**src/rtl/alu_seq_if.sv**
```systemverilog
// Request/response bundle for alu_seq: a valid/ready request carrying op and
// operands, and a valid/ready response carrying results and flags.
interface alu_seq_if #(
    parameter int WIDTH = 32
);
    logic             in_valid;
    logic             in_ready;
    logic [3:0]       op;
    logic [WIDTH-1:0] a;
    logic [WIDTH-1:0] b;
    logic             out_valid;
    logic             out_ready;
    logic [WIDTH-1:0] result;
    logic [WIDTH-1:0] result_hi;
    logic             cf;
    logic             zf;
    logic             nf;
    logic             vf;

    modport master (
        output in_valid, op, a, b, out_ready,
        input  in_ready, out_valid, result, result_hi, cf, zf, nf, vf
    );

    modport slave (
        input  in_valid, op, a, b, out_ready,
        output in_ready, out_valid, result, result_hi, cf, zf, nf, vf
    );
endinterface

```
**src/rtl/alu_seq.sv**
```systemverilog
// Sequential ALU: single-cycle arithmetic/logic/shift ops plus an iterative
// shift-add multiplier, with registered result, high product half and flags.
module alu_seq #(
    parameter int WIDTH = 32
) (
    input  logic     clk,
    input  logic     rst_n,
    alu_seq_if.slave bus
);
    localparam int            CW       = $clog2(WIDTH);
    localparam logic [CW-1:0] CNT_LAST = CW'(WIDTH - 1);
    localparam logic [CW-1:0] CNT_ONE  = {{(CW-1){1'b0}}, 1'b1};

    localparam logic [3:0] OP_ADD = 4'b0000;
    localparam logic [3:0] OP_ADC = 4'b0001;
    localparam logic [3:0] OP_SUB = 4'b0010;
    localparam logic [3:0] OP_SBB = 4'b0011;
    localparam logic [3:0] OP_AND = 4'b0100;
    localparam logic [3:0] OP_OR  = 4'b0101;
    localparam logic [3:0] OP_XOR = 4'b0110;
    localparam logic [3:0] OP_NOT = 4'b0111;
    localparam logic [3:0] OP_MUL = 4'b1000;
    localparam logic [3:0] OP_SHL = 4'b1001;

    typedef enum logic [1:0] {
        ST_IDLE = 2'b00,
        ST_MUL  = 2'b01,
        ST_DONE = 2'b10
    } state_t;

    state_t               state_q, state_d;
    logic [CW-1:0]        cnt_q, cnt_d;
    logic [WIDTH-1:0]     mcand_q, mcand_d;
    logic [2*WIDTH-1:0]   acc_q, acc_d;
    logic [WIDTH-1:0]     result_q, result_d;
    logic [WIDTH-1:0]     result_hi_q, result_hi_d;
    logic                 cf_q, cf_d;
    logic                 zf_q, zf_d;
    logic                 nf_q, nf_d;
    logic                 vf_q, vf_d;
    logic                 in_ready_q, in_ready_d;
    logic                 out_valid_q, out_valid_d;

    logic                 carry_in_s;
    logic [WIDTH:0]       sum_s;
    logic [WIDTH:0]       diff_s;
    logic [WIDTH:0]       shl_s;
    logic [WIDTH:0]       mul_sum_s;
    logic [2*WIDTH-1:0]   mul_next_s;
    logic [WIDTH-1:0]     alu_res_s;
    logic                 alu_cf_s;
    logic                 alu_vf_s;

    // ADC/SBB fold in the carry left by the previous completed op.
    assign carry_in_s = ((bus.op == OP_ADC) || (bus.op == OP_SBB)) ? cf_q : 1'b0;
    assign sum_s      = {1'b0, bus.a} + {1'b0, bus.b} + {{WIDTH{1'b0}}, carry_in_s};
    assign diff_s     = {1'b0, bus.a} - {1'b0, bus.b} - {{WIDTH{1'b0}}, carry_in_s};
    // Bit WIDTH of the widened shift is the last bit pushed out of the word.
    assign shl_s      = {1'b0, bus.a} << bus.b[CW-1:0];

    // Multiplier keeps {partial product high half, remaining multiplier bits}.
    assign mul_sum_s  = {1'b0, acc_q[2*WIDTH-1:WIDTH]}
                      + (acc_q[0] ? {1'b0, mcand_q} : {(WIDTH+1){1'b0}});
    assign mul_next_s = {mul_sum_s, acc_q[WIDTH-1:1]};

    // Single-cycle datapath result and carry/overflow for the presented op.
    always_comb begin
        alu_res_s = {WIDTH{1'b0}};
        alu_cf_s  = cf_q;
        alu_vf_s  = 1'b0;
        case (bus.op)
            OP_ADD, OP_ADC: begin
                alu_res_s = sum_s[WIDTH-1:0];
                alu_cf_s  = sum_s[WIDTH];
                alu_vf_s  = (bus.a[WIDTH-1] == bus.b[WIDTH-1])
                         && (sum_s[WIDTH-1] != bus.a[WIDTH-1]);
            end
            OP_SUB, OP_SBB: begin
                alu_res_s = diff_s[WIDTH-1:0];
                alu_cf_s  = diff_s[WIDTH];
                alu_vf_s  = (bus.a[WIDTH-1] != bus.b[WIDTH-1])
                         && (diff_s[WIDTH-1] != bus.a[WIDTH-1]);
            end
            OP_AND: alu_res_s = bus.a & bus.b;
            OP_OR:  alu_res_s = bus.a | bus.b;
            OP_XOR: alu_res_s = bus.a ^ bus.b;
            OP_NOT: alu_res_s = ~bus.a;
            OP_SHL: begin
                alu_res_s = shl_s[WIDTH-1:0];
                alu_cf_s  = shl_s[WIDTH];
            end
            default: begin
                alu_res_s = {WIDTH{1'b0}};
                alu_cf_s  = cf_q;
            end
        endcase
    end

    // Control FSM: next state, multiplier stepping and result/flag capture.
    always_comb begin
        state_d     = state_q;
        cnt_d       = cnt_q;
        mcand_d     = mcand_q;
        acc_d       = acc_q;
        result_d    = result_q;
        result_hi_d = result_hi_q;
        cf_d        = cf_q;
        zf_d        = zf_q;
        nf_d        = nf_q;
        vf_d        = vf_q;
        case (state_q)
            ST_IDLE: begin
                if (bus.in_valid) begin
                    if (bus.op == OP_MUL) begin
                        state_d = ST_MUL;
                        cnt_d   = {CW{1'b0}};
                        mcand_d = bus.a;
                        acc_d   = {{WIDTH{1'b0}}, bus.b};
                    end else begin
                        state_d     = ST_DONE;
                        result_d    = alu_res_s;
                        result_hi_d = {WIDTH{1'b0}};
                        cf_d        = alu_cf_s;
                        zf_d        = (alu_res_s == {WIDTH{1'b0}});
                        nf_d        = alu_res_s[WIDTH-1];
                        vf_d        = alu_vf_s;
                    end
                end else begin
                    state_d = ST_IDLE;
                end
            end
            ST_MUL: begin
                acc_d = mul_next_s;
                cnt_d = cnt_q + CNT_ONE;
                if (cnt_q == CNT_LAST) begin
                    state_d     = ST_DONE;
                    result_d    = mul_next_s[WIDTH-1:0];
                    result_hi_d = mul_next_s[2*WIDTH-1:WIDTH];
                    cf_d        = (mul_next_s[2*WIDTH-1:WIDTH] != {WIDTH{1'b0}});
                    zf_d        = (mul_next_s == {(2*WIDTH){1'b0}});
                    nf_d        = mul_next_s[2*WIDTH-1];
                    vf_d        = 1'b0;
                end else begin
                    state_d = ST_MUL;
                end
            end
            ST_DONE: begin
                if (bus.out_ready) begin
                    state_d = ST_IDLE;
                end else begin
                    state_d = ST_DONE;
                end
            end
            default: state_d = ST_IDLE;
        endcase
        in_ready_d  = (state_d == ST_IDLE);
        out_valid_d = (state_d == ST_DONE);
    end

    // State and output registers; reset abandons any operation in flight.
    always_ff @(posedge clk or negedge rst_n) begin
        if (!rst_n) begin
            state_q     <= ST_IDLE;
            cnt_q       <= {CW{1'b0}};
            mcand_q     <= {WIDTH{1'b0}};
            acc_q       <= {(2*WIDTH){1'b0}};
            result_q    <= {WIDTH{1'b0}};
            result_hi_q <= {WIDTH{1'b0}};
            cf_q        <= 1'b0;
            zf_q        <= 1'b0;
            nf_q        <= 1'b0;
            vf_q        <= 1'b0;
            in_ready_q  <= 1'b1;
            out_valid_q <= 1'b0;
        end else begin
            state_q     <= state_d;
            cnt_q       <= cnt_d;
            mcand_q     <= mcand_d;
            acc_q       <= acc_d;
            result_q    <= result_d;
            result_hi_q <= result_hi_d;
            cf_q        <= cf_d;
            zf_q        <= zf_d;
            nf_q        <= nf_d;
            vf_q        <= vf_d;
            in_ready_q  <= in_ready_d;
            out_valid_q <= out_valid_d;
        end
    end

    assign bus.in_ready  = in_ready_q;
    assign bus.out_valid = out_valid_q;
    assign bus.result    = result_q;
    assign bus.result_hi = result_hi_q;
    assign bus.cf        = cf_q;
    assign bus.zf        = zf_q;
    assign bus.nf        = nf_q;
    assign bus.vf        = vf_q;
endmodule

```
**src/flat_wrapper.sv**
```systemverilog
// flat-port wrapper written by rule: the top's interface ports become plain ports
module alu_seq_flat 
#(
    parameter int WIDTH = 32
)
  (clk, rst_n, bus_in_valid, bus_op, bus_a, bus_b, bus_out_ready, bus_in_ready, bus_out_valid, bus_result, bus_result_hi, bus_cf, bus_zf, bus_nf, bus_vf);
  alu_seq_if #(.WIDTH(WIDTH)) bus_i ();
  input  logic clk;
  input  logic rst_n;
  input wire logic [$bits(bus_i.in_valid)-1:0] bus_in_valid;
  input wire logic [$bits(bus_i.op)-1:0] bus_op;
  input wire logic [$bits(bus_i.a)-1:0] bus_a;
  input wire logic [$bits(bus_i.b)-1:0] bus_b;
  input wire logic [$bits(bus_i.out_ready)-1:0] bus_out_ready;
  output wire logic [$bits(bus_i.in_ready)-1:0] bus_in_ready;
  output wire logic [$bits(bus_i.out_valid)-1:0] bus_out_valid;
  output wire logic [$bits(bus_i.result)-1:0] bus_result;
  output wire logic [$bits(bus_i.result_hi)-1:0] bus_result_hi;
  output wire logic [$bits(bus_i.cf)-1:0] bus_cf;
  output wire logic [$bits(bus_i.zf)-1:0] bus_zf;
  output wire logic [$bits(bus_i.nf)-1:0] bus_nf;
  output wire logic [$bits(bus_i.vf)-1:0] bus_vf;
  assign bus_i.in_valid = bus_in_valid;
  assign bus_i.op = bus_op;
  assign bus_i.a = bus_a;
  assign bus_i.b = bus_b;
  assign bus_i.out_ready = bus_out_ready;
  assign bus_in_ready = bus_i.in_ready;
  assign bus_out_valid = bus_i.out_valid;
  assign bus_result = bus_i.result;
  assign bus_result_hi = bus_i.result_hi;
  assign bus_cf = bus_i.cf;
  assign bus_zf = bus_i.zf;
  assign bus_nf = bus_i.nf;
  assign bus_vf = bus_i.vf;
  alu_seq #(.WIDTH(WIDTH)) u_core (.clk(clk), .rst_n(rst_n), .bus(bus_i));
endmodule
```
**config.mk**
```make
export PLATFORM = sky130hd
export DESIGN_NAME = alu_seq_flat
export DESIGN_NICKNAME = d
export VERILOG_FILES = /design/src/rtl/alu_seq_if.sv /design/src/rtl/alu_seq.sv /design/src/flat_wrapper.sv
export SDC_FILE = /design/constraint.sdc
export NUM_CORES = 1
export LEC_CHECK = 0
export ABC_AREA = 1
export BUFFER_PORTS_ARGS = -buffer_cell sky130_fd_sc_hd__clkbuf_2
export CORE_AREA = 2 2 188 190
export CTS_CLUSTER_SIZE = 12
export DETAILED_ROUTE_END_ITERATION = 12
export DIE_AREA = 0 0 190 192
export GPL_TIMING_DRIVEN = 0
export PLACE_DENSITY = 0.73
export SETUP_SLACK_MARGIN = 0.3
export SYNTH_ARGS = -nofsm -noshare
export SYNTH_HDL_FRONTEND = slang
export SYNTH_SLANG_ARGS = --single-unit
```
**constraint.sdc**
```tcl
create_clock -name clk -period 6 [get_ports clk]
set_input_delay 1.5 -clock clk [delete_from_list [all_inputs] [get_ports clk]]
set_output_delay 1.5 -clock clk [all_outputs]
set_load 0.02 [all_outputs]
```
* Word-level counts from Yosys, hierarchy flattened
Index checks and enable logic that the tools add are counted.
Storage, ports and cells: flip-flop bits (word level) 173, bits of input ports 72, output and inout port bits 70
Cells by class: add/sub/neg operators 6, equality and inequality tests 22, shifts and indexed selects 1, muxes and demuxes 40, bitwise gates (word level) 4, reduce and logical (&&, ||, !) cells 16
Operators by type and width (number):
- $mux W32 | 7
- $pmux W32 S7 | 1
- $mux W64 | 2
- $pmux W32 S2 | 2
- $pmux W64 S2 | 1
- $logic_not A64 Y1 | 1
- $add A32 B32 Y33 | 1
- $add A32 B33 Y33 | 1
- $add A33 B1 Y33 | 1
- $shl A32 B5 Y33 | 1
- $sub A32 B32 Y33 | 1
- $sub A33 B1 Y33 | 1
- $and A32 B32 Y32 | 1
- $logic_not A32 Y1 | 1
- $not A32 Y32 | 1
- $or A32 B32 Y32 | 1
- $reduce_bool A32 Y1 | 1
- $xor A32 B32 Y32 | 1
- $eq A4 B3 Y1 const B | 4
- $mux W1 | 13
- $mux W5 | 2
- $pmux W1 S2 | 5
- $pmux W5 S2 | 1
- $eq A4 B2 Y1 const B | 2
- 23 further kinds | 36

* Depth between registers and ports, before layout
depth in word-level cells 10, mapped depth 29

* Worst setup path after synthesis
Ideal clock, no wire load.
path kind input to register, start point in bus_op[3], end point reg u_core.zf_q (netlist: u_core.bus.zf), setup time 65 ps, arrival 4341 ps, required time 5935 ps, slack 1594 ps, stages 29, path buffers 0, cell sequence inv_1 > nand2_1 > nor3_1 > fa_1 > inv_1 > ha_1 > inv_1 > nand2_1 > inv_1 > fa_1 > nand2_1 > nand2_1 > nand2_1 > nand3_1 > nand3b_1 > nand2_1 > nand2_1 > nand2_1 > nand2_1 > nor2_1 > nor2_1 > nand2_1 > nor2_1 > nand2_1 > nor2_1 > nand2_1 > nand2_1 > nand2_1 > nand2_1
On the way: cells in the longest elaborated chain, start to end 9
Ends and longest elaborated chain:
- from (decl) | line flat_wrapper.sv:11 | input wire logic [$bits(bus_i.op)-1:0] bus_op;
- $eq A4 B1 Y1 or $eq A4 B2 Y1 (tied branches) | line alu_seq.sv:55, alu_seq.sv:71
- $logic_or A1 B1 Y1 | line alu_seq.sv:55 | assign carry_in_s = ((bus.op == OP_ADC) || (bus.op == OP_SBB)) ? cf_q : 1'b0;
- $mux W1 | line alu_seq.sv:55
- $sub A33 B1 Y33 or $add A33 B1 Y33 (tied branches) | line alu_seq.sv:57, alu_seq.sv:56
- $pmux W32 S7 | line alu_seq.sv:71 | case (bus.op)
- $logic_not A32 Y1 | line alu_seq.sv:124 | zf_d = (alu_res_s == {WIDTH{1'b0}});
- $mux W1 | line alu_seq.sv:114 | if (bus.op == OP_MUL) begin
- $mux W1 | line alu_seq.sv:113 | if (bus.in_valid) begin
- $pmux W1 S2 | line alu_seq.sv:111 | case (state_q)
- to (signal assigned) | line alu_seq.sv:183 | zf_q <= zf_d;
- to (decl) | line alu_seq.sv:38 | logic zf_q, zf_d;
Parallel ways exist; a longest one is shown, timed or not. The select of a mux whose other input is x is not followed. A chain may end at the register's enable or synchronous reset.

* Worst setup path in the final report
Ends and elaborated chain as after synthesis.

==> summary.txt <==
Critical path
  • Peak per-stage delay on the critical path: between 0.5 and 0.6 ns
  • CP arrival: 5.76 ns
  • Critical Path RT: between 6 and 7 ns
  • Reg2reg start: u_core.bus.cf
  • Crit Reg-Reg Endpoint: u_core.bus.zf
  • Origin of the worst setup path: bus_op[3]
  • CP dominant cell by count: nand2_1
  • CP Class: in -> reg
  • Worst Reg-to-Reg Cells: 26
  • Critical path's slowest cell: fa_1
  • Crit-path max FO: 4
  • Startpoint types: primary input
  • R2r setup slk: ~1.6 ns
  • Worst Setup End Kind: flip-flop
  • CP endpoint: u_core.bus.zf

Timing
  • Final setup vio count: 0
  • Final Slew Violations: 0
  • Achievable Freq: between 0.15 and 0.2 GHz
  • Fin crit period: around 5.4 ns
  • TNS Setup: 0 ns
  • Final Hold Viols: 0
  • RSZ-0062 raised after global routing: false
  • Clock Skew: about 0.014 ns
  • Final worst path period share: between 80% and 90%
  • Slew @ Worst Pin: 1.04 ns
  • Max_slew headroom: a little under a third

Clock network
  • H-tree levels: 4
  • CTS Buffer Depth: 2
  • CTS Buf Count: 17
  • CTS Hold Buffers Added: 0
  • Clock transition at path regs: approximately 0.07 ns
  • CTS-repair resized insts: 0
  • Worst-Skew Late Latency: 0.45 ns
  • CTS tree: done
  • Root Driver: clkbuf_16
  • Setup Buffers After CTS: 0
  • CTS sink cnt: 173

Drt
  • Final antenna-violating net count: 0
  • Pre-antenna DRT Iters: 6
  • Vias/cell: a little under 6
  • Final WL: ~82 mm
  • DRT iter0 DRCs: between 2000 and 2500
  • Vias: about 22000
  • Routed WL per cell: about 21 µm
  • Remaining DRCs: 0

Yosys
  • Largest family of logic cells by synthesized area: simple AND/OR/NAND/NOR gates
  • Synth Flop Type: dfrtp_1
  • Area share of the largest cell type after synthesis: between 20% and 30%
  • Flip-flop and latch count after synthesis: roughly 170
  • Synth Area in Adders: 11.3%
  • Mapped Avg Cell Area: around 5.9 µm²
  • Complex-gate fraction of the synthesized area: ~11%
  • Synth cell types: 44
  • Register area share after synthesis: 23.2%
  • Mapped Nets: between 3000 and 4000
  • Ys async rst share: 100%
  • Synth Cell Area: between 15000 and 20000 µm²
  • Post-synthesis cell count: approximately 3200
  • Top post-synthesis cells by area: dfrtp_1, nand2_1, ha_1
  • Post-synth EDFFs: 0
  • Xor/xnor cell area share of the yosys netlist: 0.705%
  • Mux cell area share after synthesis: 0%
  • Yosys warns: 0
  • Synth Area in Simple Gates: 41.2%
  • Top cell type by total area after synthesis: dfrtp_1

Die
  • Initial Util: ~54%
  • Die X: between 150 and 200 µm
  • DIE AREA: about 36000 µm²
  • Core area: between 30000 and 40000 µm²
  • Top-Level Pins: 142
  • Core Rows: just under 70
  • Die H: about 190 µm

GRT
  • Total track usage: about 44%
  • Initial antenna violation count: 2
  • Largest net degree at the start of global routing: between 100 and 150
  • Number of global-route vias before repair: 21100
  • Wire length of the first global-routing pass: approximately 120 mm
  • Remaining global-route overflow: 0

Power and ir drop
  • Total power: between 5 and 6 mW
  • Cell Pwr Density: between 200 and 300 nW/µm²
  • P_int: around 3.1 mW
  • Net Switching: 2.85 mW
  • Comb pwr share: 50.0%
  • Static Leakage: approximately 12 nW
  • Switching share of power: a little under half
  • Part of the power in registers: 31.2%
  • Max IR drop VDD: ~210 µV
  • Clk pwr share: roughly a fifth

Placed design
  • DP HPWL: roughly 67 mm
  • IO buf count: 141
  • Gpl congestion: about 1.2

Cells and area
  • Commonest non-fill, non-tap cells in the layout: nand2_1, inv_1, nand3_1, nor2_1, dfrtp_1
  • Commonest non-fill, non-tap cell in the layout: nand2_1
  • Share of cells above drive strength 1: under 10%
  • Area grow syn2layout: 10.2%
  • Final core utilization: 59.9%
  • Fin nets: about 3600

Hold path
  • Hold path start: u_core.bus.result_hi[19]
  • Worst Hold Class: reg -> reg

Run
  • Max cap viols: 0

Outcome
  • Run status: finished clean
==> registers in the layout, indices dropped and copies added, names as in the netlist <==
register / cells
u_core.state_q: 2
u_core.bus.vf: 1
u_core.bus.out_valid: 1
u_core.bus.in_ready: 1
u_core.mcand_q: 32
u_core.bus.nf: 1
u_core.bus.result_hi: 32
u_core.bus.cf: 1
u_core.cnt_q: 5
u_core.acc_q: 64
u_core.bus.result: 32
u_core.bus.zf: 1
==> cell usage after synthesis, drive strengths merged (2+ instances only) <==
cell,count
nand2,1128
inv,498
nand3,327
nor2,323
dfrtp,172
ha,161
o21ai,145
a21oi,118
buf,48
clkbuf,42
o211ai,36
nand4,32
a31oi,31
nand3b,18
nor3,17
o221ai,12
or2,11
nor4,9
o21bai,9
xnor2,9
xor2,6
fa,5
o22ai,5
and2,4
a21o,3
o31ai,3
a22o,2
o21a,2
==> worst max-delay path, delay by kind of cell <==
kind	cells	cell delay (ns)
adders and majority gates	3	1.08
buffers and inverters	5	0.38
and+or+nand+nor	20	2.78
==> routing by layer <==
| layer | track usage, % | vias up | part of all wire (%) | wire (µm) |
|---|---|---|---|---|
| li1 | - | 10400 | - | - |
| met1 | 51.0 | 10100 | 37 | 29900 |
| met2 | 75.6 | 1378 | 46 | 37600 |
| met3 | 7.11 | 346 | 9.3 | 7600 |
| met4 | 32.0 | 0 | 8.2 | 6730 |
| met5 | 0 | - | 0 | 0 |
==> power groups by stage <==
stage	sequential [mW]	clock, mW	combinational [mW]
2_1_floorplan	1.87	0	1.90
3_3_place_gp	1.83	0	2.78
3_5_place_dp	1.84	0	2.87
4_1_cts	1.84	1.12	2.89
5_1_grt	1.88	1.16	3.28
6_report	1.86	1.12	2.98
==> metrics by stage <==
| step | worst slack [ns] | instance area [µm²] | hold slack (ns) | std cells |
|---|---|---|---|---|
| 2_1_floorplan | 1.59 | 18600 | 0.446 | 3181 |
| 3_3_place_gp | 0.409 | 19900 | 0.465 | 3777 |
| 3_5_place_dp | 0.329 | 20000 | 0.471 | 3778 |
| 4_1_cts | 0.788 | 20500 | 0.487 | 3810 |
| 5_1_grt | 0.338 | 20500 | 0.507 | 3810 |
| 6_report | 0.635 | 20500 | 0.479 | 3813 |
==> worst min path at each step <==
stage | endpoint | slack (ns) | depth (start not counted)
5_1_grt | u_core.mcand_q[5] | 0.51 | 2
3_5_place_dp | u_core.bus.result_hi[19] | 0.47 | 2
6_report | u_core.bus.result_hi[19] | 0.48 | 2
2_1_floorplan | u_core.cnt_q[2] | 0.45 | 1
3_3_place_gp | u_core.mcand_q[11] | 0.46 | 2
4_1_cts | u_core.bus.result_hi[19] | 0.49 | 2
==> cell families after synthesis <==
| logic type | Yosys count |
|---|---|
| AO/OA/AOI/OAI | 369 |
| XOR/XNOR | 15 |
| adder cells (fa/ha/maj) | 166 |
| buffers and inverters | 589 |
| flip-flops | 173 |
| AND/OR/NAND/NOR | 1869 |
==> layout make-up <==
cell class / count / area [µm²]
fill: 3449 / 13700
multi-input combinational: 2419 / 12000
sequential: 173 / 4330
inverter: 499 / 1870
timing repair buffer: 142 / 742
tap: 455 / 569
clock buffer: 20 / 447
buffer: 90 / 424
clock inverter: 12 / 128
antenna: 3 / 7.51
No activity file was read; power rests on OpenSTA's default activity.
